`config.mk`:
```
export PLATFORM = sky130hd
export DESIGN_NAME = dbg_ctx_sequencer
export DESIGN_NICKNAME = d
export VERILOG_FILES = /design/src/rtl/dbg_ctx_pkg.sv /design/src/rtl/dbg_ctx_buffer.sv /design/src/rtl/dbg_ctx_sequencer.sv
export SDC_FILE = /design/constraint.sdc
export NUM_CORES = 2
export LEC_CHECK = 0
export ABC_AREA = 1
export ABC_CLOCK_PERIOD_IN_PS = 4300
export CAP_MARGIN = 20
export CORE_UTILIZATION = 29
export CTS_CLUSTER_SIZE = 8
export DETAILED_ROUTE_END_ITERATION = 7
export HOLD_SLACK_MARGIN = 0.02
export PLACE_DENSITY = 0.55
export SYNTH_ARGS = -nofsm -noshare
export SYNTH_HDL_FRONTEND = slang
export SYNTH_HIERARCHICAL = 1
export SYNTH_SLANG_ARGS = --single-unit
```
`constraint.sdc`:
```
create_clock -name clk_i -period 4.3 [get_ports clk_i]
set_clock_uncertainty 0.15 [all_clocks]
set_input_delay 0.645 -clock clk_i [delete_from_list [all_inputs] [get_ports clk_i]]
set_output_delay 0.645 -clock clk_i [all_outputs]
set_load 0.02 [all_outputs]
```
`src/rtl/dbg_ctx_pkg.sv`:
```
// Shared types and helpers for the debug context sequencer.
//   state_e  : sequencer FSM states
//   op_e     : command opcode (SAVE / RESTORE)
//   gpr_addr : debug address of GPR x<idx> relative to a base address
package dbg_ctx_pkg;

  localparam int unsigned IDX_W  = 5;
  localparam int unsigned ADDR_W = 15;
  localparam int unsigned DATA_W = 32;

  localparam logic [ADDR_W-1:0] GPR_BASE_DEF = 15'h400;

  typedef enum logic [3:0] {
    S_IDLE,
    S_HALT,
    S_XFER_REQ,
    S_XFER_WAIT,
    S_VERIFY_REQ,
    S_VERIFY_WAIT,
    S_RESUME,
    S_DONE,
    S_ABORT
  } state_e;

  typedef enum logic {
    OP_SAVE    = 1'b0,
    OP_RESTORE = 1'b1
  } op_e;

  // xi lives at base + 4*i
  function automatic logic [ADDR_W-1:0] gpr_addr(input logic [ADDR_W-1:0] base,
                                                 input logic [IDX_W-1:0]  idx);
    return base + ADDR_W'({idx, 2'b00});
  endfunction

endpackage

```
`src/rtl/dbg_ctx_buffer.sv`:
```
// Context buffer: NUM_REGS x 32-bit register file, cleared by reset.
//   clk, rst_n       : clock, async active-low reset
//   we/waddr/wdata   : single write port (host or sequencer, muxed by the parent)
//   raddr_a/rdata_a  : combinational read port A (host)
//   raddr_b/rdata_b  : combinational read port B (sequencer write data / compare)
module dbg_ctx_buffer
  import dbg_ctx_pkg::*;
#(
  parameter int unsigned NUM_REGS = 32
) (
  input  logic              clk,
  input  logic              rst_n,
  input  logic              we,
  input  logic [IDX_W-1:0]  waddr,
  input  logic [DATA_W-1:0] wdata,
  input  logic [IDX_W-1:0]  raddr_a,
  output logic [DATA_W-1:0] rdata_a,
  input  logic [IDX_W-1:0]  raddr_b,
  output logic [DATA_W-1:0] rdata_b
);

  logic [DATA_W-1:0] mem [NUM_REGS];

  always_ff @(posedge clk or negedge rst_n) begin
    if (!rst_n) begin
      for (int unsigned i = 0; i < NUM_REGS; i++) mem[i] <= '0;
    end else if (we) begin
      mem[waddr] <= wdata;
    end
  end

  assign rdata_a = mem[raddr_a];
  assign rdata_b = mem[raddr_b];

endmodule

```
`src/rtl/dbg_ctx_sequencer.sv`:
```
// Debug context sequencer: halts the core, saves GPRs into the local buffer
// (SAVE) or writes them back from it (RESTORE), then resumes or stays halted.
//   cmd_*          : command handshake (valid/ready, op, stay_halted)
//   done/err/busy  : completion pulse, abort/verify-error pulse, busy status
//   buf_*          : host access to the context buffer (writes only in IDLE)
//   debug_*        : SoC debug port (request/grant/response, halt/resume/halted)
//   mismatch_idx_o : first mismatching index of the verify pass
// Optional build macro DBG_CTX_VERIFY_EN adds a read-back verify pass after
// RESTORE and the mismatch_idx_o port.
module dbg_ctx_sequencer
  import dbg_ctx_pkg::*;
#(
  parameter int unsigned       NUM_REGS       = 32,
  parameter logic [ADDR_W-1:0] GPR_BASE       = GPR_BASE_DEF,
  parameter int unsigned       TIMEOUT_CYCLES = 1024
) (
  input  logic              clk_i,
  input  logic              rst_ni,
  input  logic              cmd_valid_i,
  output logic              cmd_ready_o,
  input  logic              cmd_op_i,
  input  logic              cmd_stay_halted_i,
  output logic              done_o,
  output logic              err_o,
  output logic              busy_o,
  input  logic              buf_we_i,
  input  logic [IDX_W-1:0]  buf_idx_i,
  input  logic [DATA_W-1:0] buf_wdata_i,
  output logic [DATA_W-1:0] buf_rdata_o,
  output logic              debug_req_o,
  output logic              debug_we_o,
  output logic [ADDR_W-1:0] debug_addr_o,
  output logic [DATA_W-1:0] debug_wdata_o,
  output logic              debug_halt_o,
  output logic              debug_resume_o,
  input  logic              debug_gnt_i,
  input  logic              debug_rvalid_i,
  input  logic [DATA_W-1:0] debug_rdata_i,
  input  logic              debug_halted_i
`ifdef DBG_CTX_VERIFY_EN
  ,
  output logic [IDX_W-1:0]  mismatch_idx_o
`endif
);

  localparam int unsigned TMR_W = $clog2(TIMEOUT_CYCLES + 1);

  state_e            state, state_next, post_run, post_xfer;
  op_e               op;
  logic              stay;
  logic [IDX_W-1:0]  idx;
  logic [TMR_W-1:0]  timer;
  logic              tmo, last, accept, capture, host_we, err_done;
  logic              buf_we;
  logic [IDX_W-1:0]  buf_waddr;
  logic [DATA_W-1:0] buf_wdata, seq_rdata;

  assign accept  = (state == S_IDLE) && cmd_valid_i;
  assign last    = (idx == IDX_W'(NUM_REGS - 1));
  assign tmo     = (timer == TMR_W'(TIMEOUT_CYCLES - 1));
  assign capture = (state == S_XFER_WAIT) && debug_rvalid_i && (op == OP_SAVE);
  assign host_we = (state == S_IDLE) && buf_we_i;

  assign buf_we    = capture || host_we;
  assign buf_waddr = capture ? idx : buf_idx_i;
  assign buf_wdata = capture ? debug_rdata_i : buf_wdata_i;

  dbg_ctx_buffer #(.NUM_REGS(NUM_REGS)) u_buf (
    .clk     (clk_i),
    .rst_n   (rst_ni),
    .we      (buf_we),
    .waddr   (buf_waddr),
    .wdata   (buf_wdata),
    .raddr_a (buf_idx_i),
    .rdata_a (buf_rdata_o),
    .raddr_b (idx),
    .rdata_b (seq_rdata)
  );

  assign post_run = stay ? S_DONE : S_RESUME;

`ifdef DBG_CTX_VERIFY_EN
  logic             mism_flag;
  logic [IDX_W-1:0] mism_idx;

  assign post_xfer = (op == OP_RESTORE) ? S_VERIFY_REQ : post_run;
  assign err_done  = mism_flag;
  assign mismatch_idx_o = mism_idx;

  always_ff @(posedge clk_i or negedge rst_ni) begin
    if (!rst_ni) begin
      mism_flag <= 1'b0;
      mism_idx  <= '0;
    end else if (accept) begin
      mism_flag <= 1'b0;
      mism_idx  <= '0;
    end else if ((state == S_VERIFY_WAIT) && debug_rvalid_i && !mism_flag &&
                 (debug_rdata_i != seq_rdata)) begin
      mism_flag <= 1'b1;
      mism_idx  <= idx;
    end
  end
`else
  assign post_xfer = post_run;
  assign err_done  = 1'b0;
`endif

  // State register
  always_ff @(posedge clk_i or negedge rst_ni) begin
    if (!rst_ni) state <= S_IDLE;
    else         state <= state_next;
  end

  // Index, per-state timer and latched command
  always_ff @(posedge clk_i or negedge rst_ni) begin
    if (!rst_ni) begin
      idx   <= '0;
      timer <= '0;
      op    <= OP_SAVE;
      stay  <= 1'b0;
    end else begin
      if ((state_next != state) || (state == S_IDLE)) timer <= '0;
      else                                            timer <= timer + 1'b1;

      if (accept) begin
        op   <= op_e'(cmd_op_i);
        stay <= cmd_stay_halted_i;
        idx  <= cmd_op_i ? IDX_W'(1) : '0;
      end else if ((state == S_XFER_WAIT) && debug_rvalid_i) begin
        // wrap to x1: the verify pass (if any) starts there
        idx <= last ? IDX_W'(1) : idx + 1'b1;
      end else if ((state == S_VERIFY_WAIT) && debug_rvalid_i && !last) begin
        idx <= idx + 1'b1;
      end
    end
  end

  // Next-state logic
  always_comb begin
    state_next = state;
    unique case (state)
      S_IDLE:        if (cmd_valid_i) state_next = debug_halted_i ? S_XFER_REQ : S_HALT;
      S_HALT:        if (debug_halted_i)      state_next = S_XFER_REQ;
                     else if (tmo)            state_next = S_ABORT;
      S_XFER_REQ:    if (debug_gnt_i)         state_next = S_XFER_WAIT;
                     else if (tmo)            state_next = S_ABORT;
      S_XFER_WAIT:   if (debug_rvalid_i)      state_next = last ? post_xfer : S_XFER_REQ;
                     else if (tmo)            state_next = S_ABORT;
      S_VERIFY_REQ:  if (debug_gnt_i)         state_next = S_VERIFY_WAIT;
                     else if (tmo)            state_next = S_ABORT;
      S_VERIFY_WAIT: if (debug_rvalid_i)      state_next = last ? post_run : S_VERIFY_REQ;
                     else if (tmo)            state_next = S_ABORT;
      S_RESUME:      if (!debug_halted_i)     state_next = S_DONE;
                     else if (tmo)            state_next = S_ABORT;
      S_DONE:                                 state_next = S_IDLE;
      S_ABORT:                                state_next = S_IDLE;
      default:                                state_next = S_IDLE;
    endcase
  end

  // Output decode
  always_comb begin
    cmd_ready_o    = 1'b0;
    busy_o         = 1'b1;
    done_o         = 1'b0;
    err_o          = 1'b0;
    debug_req_o    = 1'b0;
    debug_we_o     = 1'b0;
    debug_addr_o   = '0;
    debug_wdata_o  = '0;
    debug_halt_o   = 1'b0;
    debug_resume_o = 1'b0;
    unique case (state)
      S_IDLE: begin
        cmd_ready_o = 1'b1;
        busy_o      = 1'b0;
      end
      S_HALT:   debug_halt_o = 1'b1;
      S_XFER_REQ: begin
        debug_req_o   = 1'b1;
        debug_we_o    = (op == OP_RESTORE);
        debug_addr_o  = gpr_addr(GPR_BASE, idx);
        debug_wdata_o = seq_rdata;
      end
      S_VERIFY_REQ: begin
        debug_req_o  = 1'b1;
        debug_addr_o = gpr_addr(GPR_BASE, idx);
      end
      S_RESUME: debug_resume_o = 1'b1;
      S_DONE: begin
        done_o = 1'b1;
        err_o  = err_done;
      end
      S_ABORT: begin
        done_o = 1'b1;
        err_o  = 1'b1;
      end
      default: ;
    endcase
  end

endmodule
```
==> results.sh <==
export IMPL_wl_um=245000
export IMPL_drt_iter0_drc=7314
export IMPL_comb_power_share=0.405
export IMPL_antenna_found_initial=6
export IMPL_clkPwrFrac=0.237
export IMPL_coreArea_um2=202000
export IMPL_timing_final_crit_share=0.971
export IMPL_nets=8554
export IMPL_final_core_util=0.340
export IMPL_internal_power_mw=26.2
export IMPL_antenna_left=0
export IMPL_n_fill_cell=21300
export IMPL_path_class="flop to output port"
export IMPL_ys_seq_elements=1046
export IMPL_synth_ff_type="dfrtp_1"
export IMPL_die_h_um=453
export IMPL_worst_r2r_cell_count=11
export IMPL_die_x_um=453
export IMPL_cp_end_kind="output port"
export IMPL_grt_pass1_wl_um=370000
export IMPL_r2r_end="u_buf/mem[419]"
export IMPL_switchingPower_mw=19.3
export IMPL_grt_start_max_net_pins=130
export IMPL_yosysTopAreaCell="dfrtp_1"
export IMPL_avgSynthCellArea_um2=6.81
export IMPL_tns_ns=0
export IMPL_seq_power_share=0.358
export IMPL_fp_row_count=165
export IMPL_fin_crit_ns=4.17
export IMPL_relSlewSlack=0.337
export IMPL_clkLatencyLatePin_ns=0.79
export IMPL_hpwlAfterDp_um=135000
export IMPL_final_hold_violation_count=0
export IMPL_regArea_um2=26200
export IMPL_netlist_area_um2=58900
export IMPL_crit_fanout=45
export IMPL_first_pass_iters=6
export IMPL_worstPathArrival_ns=3.38
export IMPL_ios=165
export IMPL_clk_pin_slew_ns=0.05
export IMPL_ys_seq_area_frac=0.445
export IMPL_cts_root_buffer="clkbuf_16"
export IMPL_tritoncts="done"
export IMPL_numCtsBuffers=149
export IMPL_synth_edff_count=0
export IMPL_dieArea_um2=205000
export IMPL_status="finished clean"
export IMPL_grt_setup_unrepaired="no"
export IMPL_cellLeakagePower_nw=31.8
export IMPL_initial_core_util=0.292
export IMPL_grt_pass1_vias=57600
export IMPL_multi_input_area_um2=29400
export IMPL_h_tree_depth=4
export IMPL_area_delta_synth_final_pct=16.5
export IMPL_synth_most_common_cell="nand2_1"
export IMPL_cts_sinks=1046
export IMPL_async_flop_share=1.00
export IMPL_slew_viol_final=0
export IMPL_vias=60000
export IMPL_yosysWarnings=6
export IMPL_regToRegStartpoint="state[3]"
export IMPL_p_per_area_nw_per_um2=663
export IMPL_finalSetupViolations=0
export IMPL_start_kind="flop"
export IMPL_overflow=0
export IMPL_post_route_drc_count=0
export IMPL_ys_types=36
export IMPL_timing_fmax_mhz=240
export IMPL_avgRoutedWirePerCell_um=22.0
export IMPL_worstMarginPinSlew_ns=0.994
export IMPL_ff2ff_setup_slack_ns=0.89
export IMPL_max_vdd_ir_drop_v=0.000830
export IMPL_hp_class="input pin to asynchronous set/reset pin"
export IMPL_synthTopCellsByCount="nand2_1 (3812), nand3_1 (1544), dfrtp_1 (1046), o21ai_0 (805), clkbuf_1 (541)"
export IMPL_cp_required_ns=3.50
export IMPL_yosysTopAreaCellShare=0.445
export IMPL_io_buffer_count=155
export IMPL_grt_usage=0.236
export IMPL_p_sw_frac=0.424
export IMPL_synth_cells=8640
export IMPL_cap_violations=0
export IMPL_drive_above_1_share=0.0687
export IMPL_clk_path_buf_depth=3
export IMPL_globalplace_congestion=0.843
export IMPL_avgViaCountPerCell=5.38
export IMPL_synth_area_top_cells="dfrtp_1 (44%), nand2_1 (24%), nand3_1 (13%)"
cell usage in the layout (no fill, tap or decap), types with 3 or more instances in the layout:
master / synthesis / final
buf_4: 22 / 146
xor2_1: 6 / 6
nand4_1: 3 / 3
clkinv_8: 0 / 5
buf_6: 4 / 6
dlygate4sd2_1: 0 / 21
clkbuf_1: 541 / 6
nor2_2: 16 / 16
bufbuf_16: 0 / 3
inv_2: 15 / 13
buf_12: 0 / 112
o21ai_0: 805 / 805
clkbuf_2: 0 / 4
a21oi_1: 164 / 164
mux2_2: 3 / 3
inv_1: 103 / 97
clkdlybuf4s50_1: 0 / 106
nand2_1: 3812 / 3799
ha_1: 3 / 3
nand2_4: 2 / 29
clkbuf_16: 0 / 152
clkbuf_8: 0 / 3
clkdlybuf4s15_1: 0 / 3
xnor2_1: 3 / 3
inv_4: 1 / 3
dfrtp_1: 1046 / 1041
buf_8: 0 / 3
o21ai_1: 71 / 71
buf_16: 0 / 8
nor2_1: 220 / 220
nor2_4: 7 / 7
nand3_1: 1544 / 1544
mux2_4: 29 / 29
nand3_2: 4 / 4
nor3_2: 9 / 9
inv_6: 0 / 6
conb_1: 1 / 9
nand2_2: 18 / 4
dfrtp_4: 0 / 4
buf_2: 107 / 3
metal layers:
layer / vias up / global-route usage / part of all wire
met5: - / 0 / 0
met4: 0 / 0.0852 / 0.035
met3: 540 / 0.0428 / 0.096
met2: 3150 / 0.366 / 0.44
met1: 28800 / 0.326 / 0.43
li1: 27600 / - / -
worst max path at each step:
stage / start / endpoint / slack (ns) / cells after the start
floorplan: debug_rvalid_i / u_buf/mem[101] / 1.12 / 11
global placement: debug_rvalid_i / u_buf/mem[423] / 0.44 / 11
detailed placement: debug_rvalid_i / u_buf/mem[419] / 0.45 / 11
CTS: idx[0] / debug_wdata_o[27] / -0.14 / 12
global route: idx[0] / debug_wdata_o[26] / 0.003 / 14
finish: idx[0] / debug_wdata_o[13] / 0.13 / 15
critical path, cell delays in order (launching register included):
cell and delay [ns]:
dfrtp_4 0.57, buf_12 0.17, inv_16 0.11, buf_16 0.25
buf_12 0.23, nand2_1 0.07, nand3_1 0.07, nand3_1 0.07
nand2_1 0.10, nand2_1 0.05, nand2_1 0.07, nand2_1 0.05
nand2_1 0.14, inv_1 0.07, nor2_1 0.09, clkdlybuf4s15_1 0.41
state kept, by name, summed over array words and instances (netlist names):
name       count
state          4
stay           1
u_buf/mem   1024
op             1
idx            5
timer         11
stage by stage:
stage / power (mW) / cells / hold slack (ns) / cell area, um2 / worst slack, ns
CTS: 45.4 / 11200 / 0.276 / 68600 / -0.138
finish: 45.4 / 11200 / 0.291 / 68600 / 0.126
global placement: 33.8 / 11000 / 0.306 / 64300 / 0.444
global route: 48.6 / 11200 / 0.304 / 68600 / 0.00312
detailed placement: 34.1 / 11000 / 0.314 / 64300 / 0.445
floorplan: 27.5 / 8648 / 0.199 / 58900 / 1.12
power groups by stage:
stage | Combinational (mW) | Sequential [mW] | Clock, mW
5_1_grt | 20.5 | 16.8 | 11.3
3_3_place_gp | 17.6 | 16.2 | 0
3_5_place_dp | 17.8 | 16.3 | 0
2_1_floorplan | 12.0 | 15.5 | 0
4_1_cts | 18.3 | 16.2 | 11.0
6_report | 18.4 | 16.3 | 10.8
cell families (layout without fill, tap and decap cells):
logic type,after synthesis,after routing,synth area share
buffers and inverters,864,708,0.0593
XOR/XNOR,9,9,0.00134
AND/OR/NAND/NOR,5641,5641,0.397
AO/OA/AOI/OAI,1044,1044,0.0889
adder cells (fa/ha/maj),3,3,0.000638
other,1,10,0.0000637
flip-flops,1046,1046,0.445
multiplexers,32,32,0.00797
timing repair:
| action | 4_1_cts | 5_1_grt |
|---|---|---|
| hold buffers | 1 | 0 |
| cloned | 4 | 0 |
| setup buffers | 11 | 0 |
| resized for setup | 48 | 17 |
| endpoints found under the hold margin | 41 | 0 |
| endpoints found under the setup margin | 31 | 11 |
area by class of cell:
| class | count | area share |
|---|---|---|
| timing repair inverter | 1 | 0.000128 |
| clock inverter | 9 | 0.00186 |
| antenna | 1 | 0.0000365 |
| inverter | 119 | 0.00741 |
| sequential | 1046 | 0.382 |
| tap | 2672 | 0.0488 |
| timing repair buffer | 418 | 0.0746 |
| multi-input combinational | 6738 | 0.429 |
| clock buffer | 161 | 0.0564 |
Note: power is estimated with default switching activity, not from simulation.
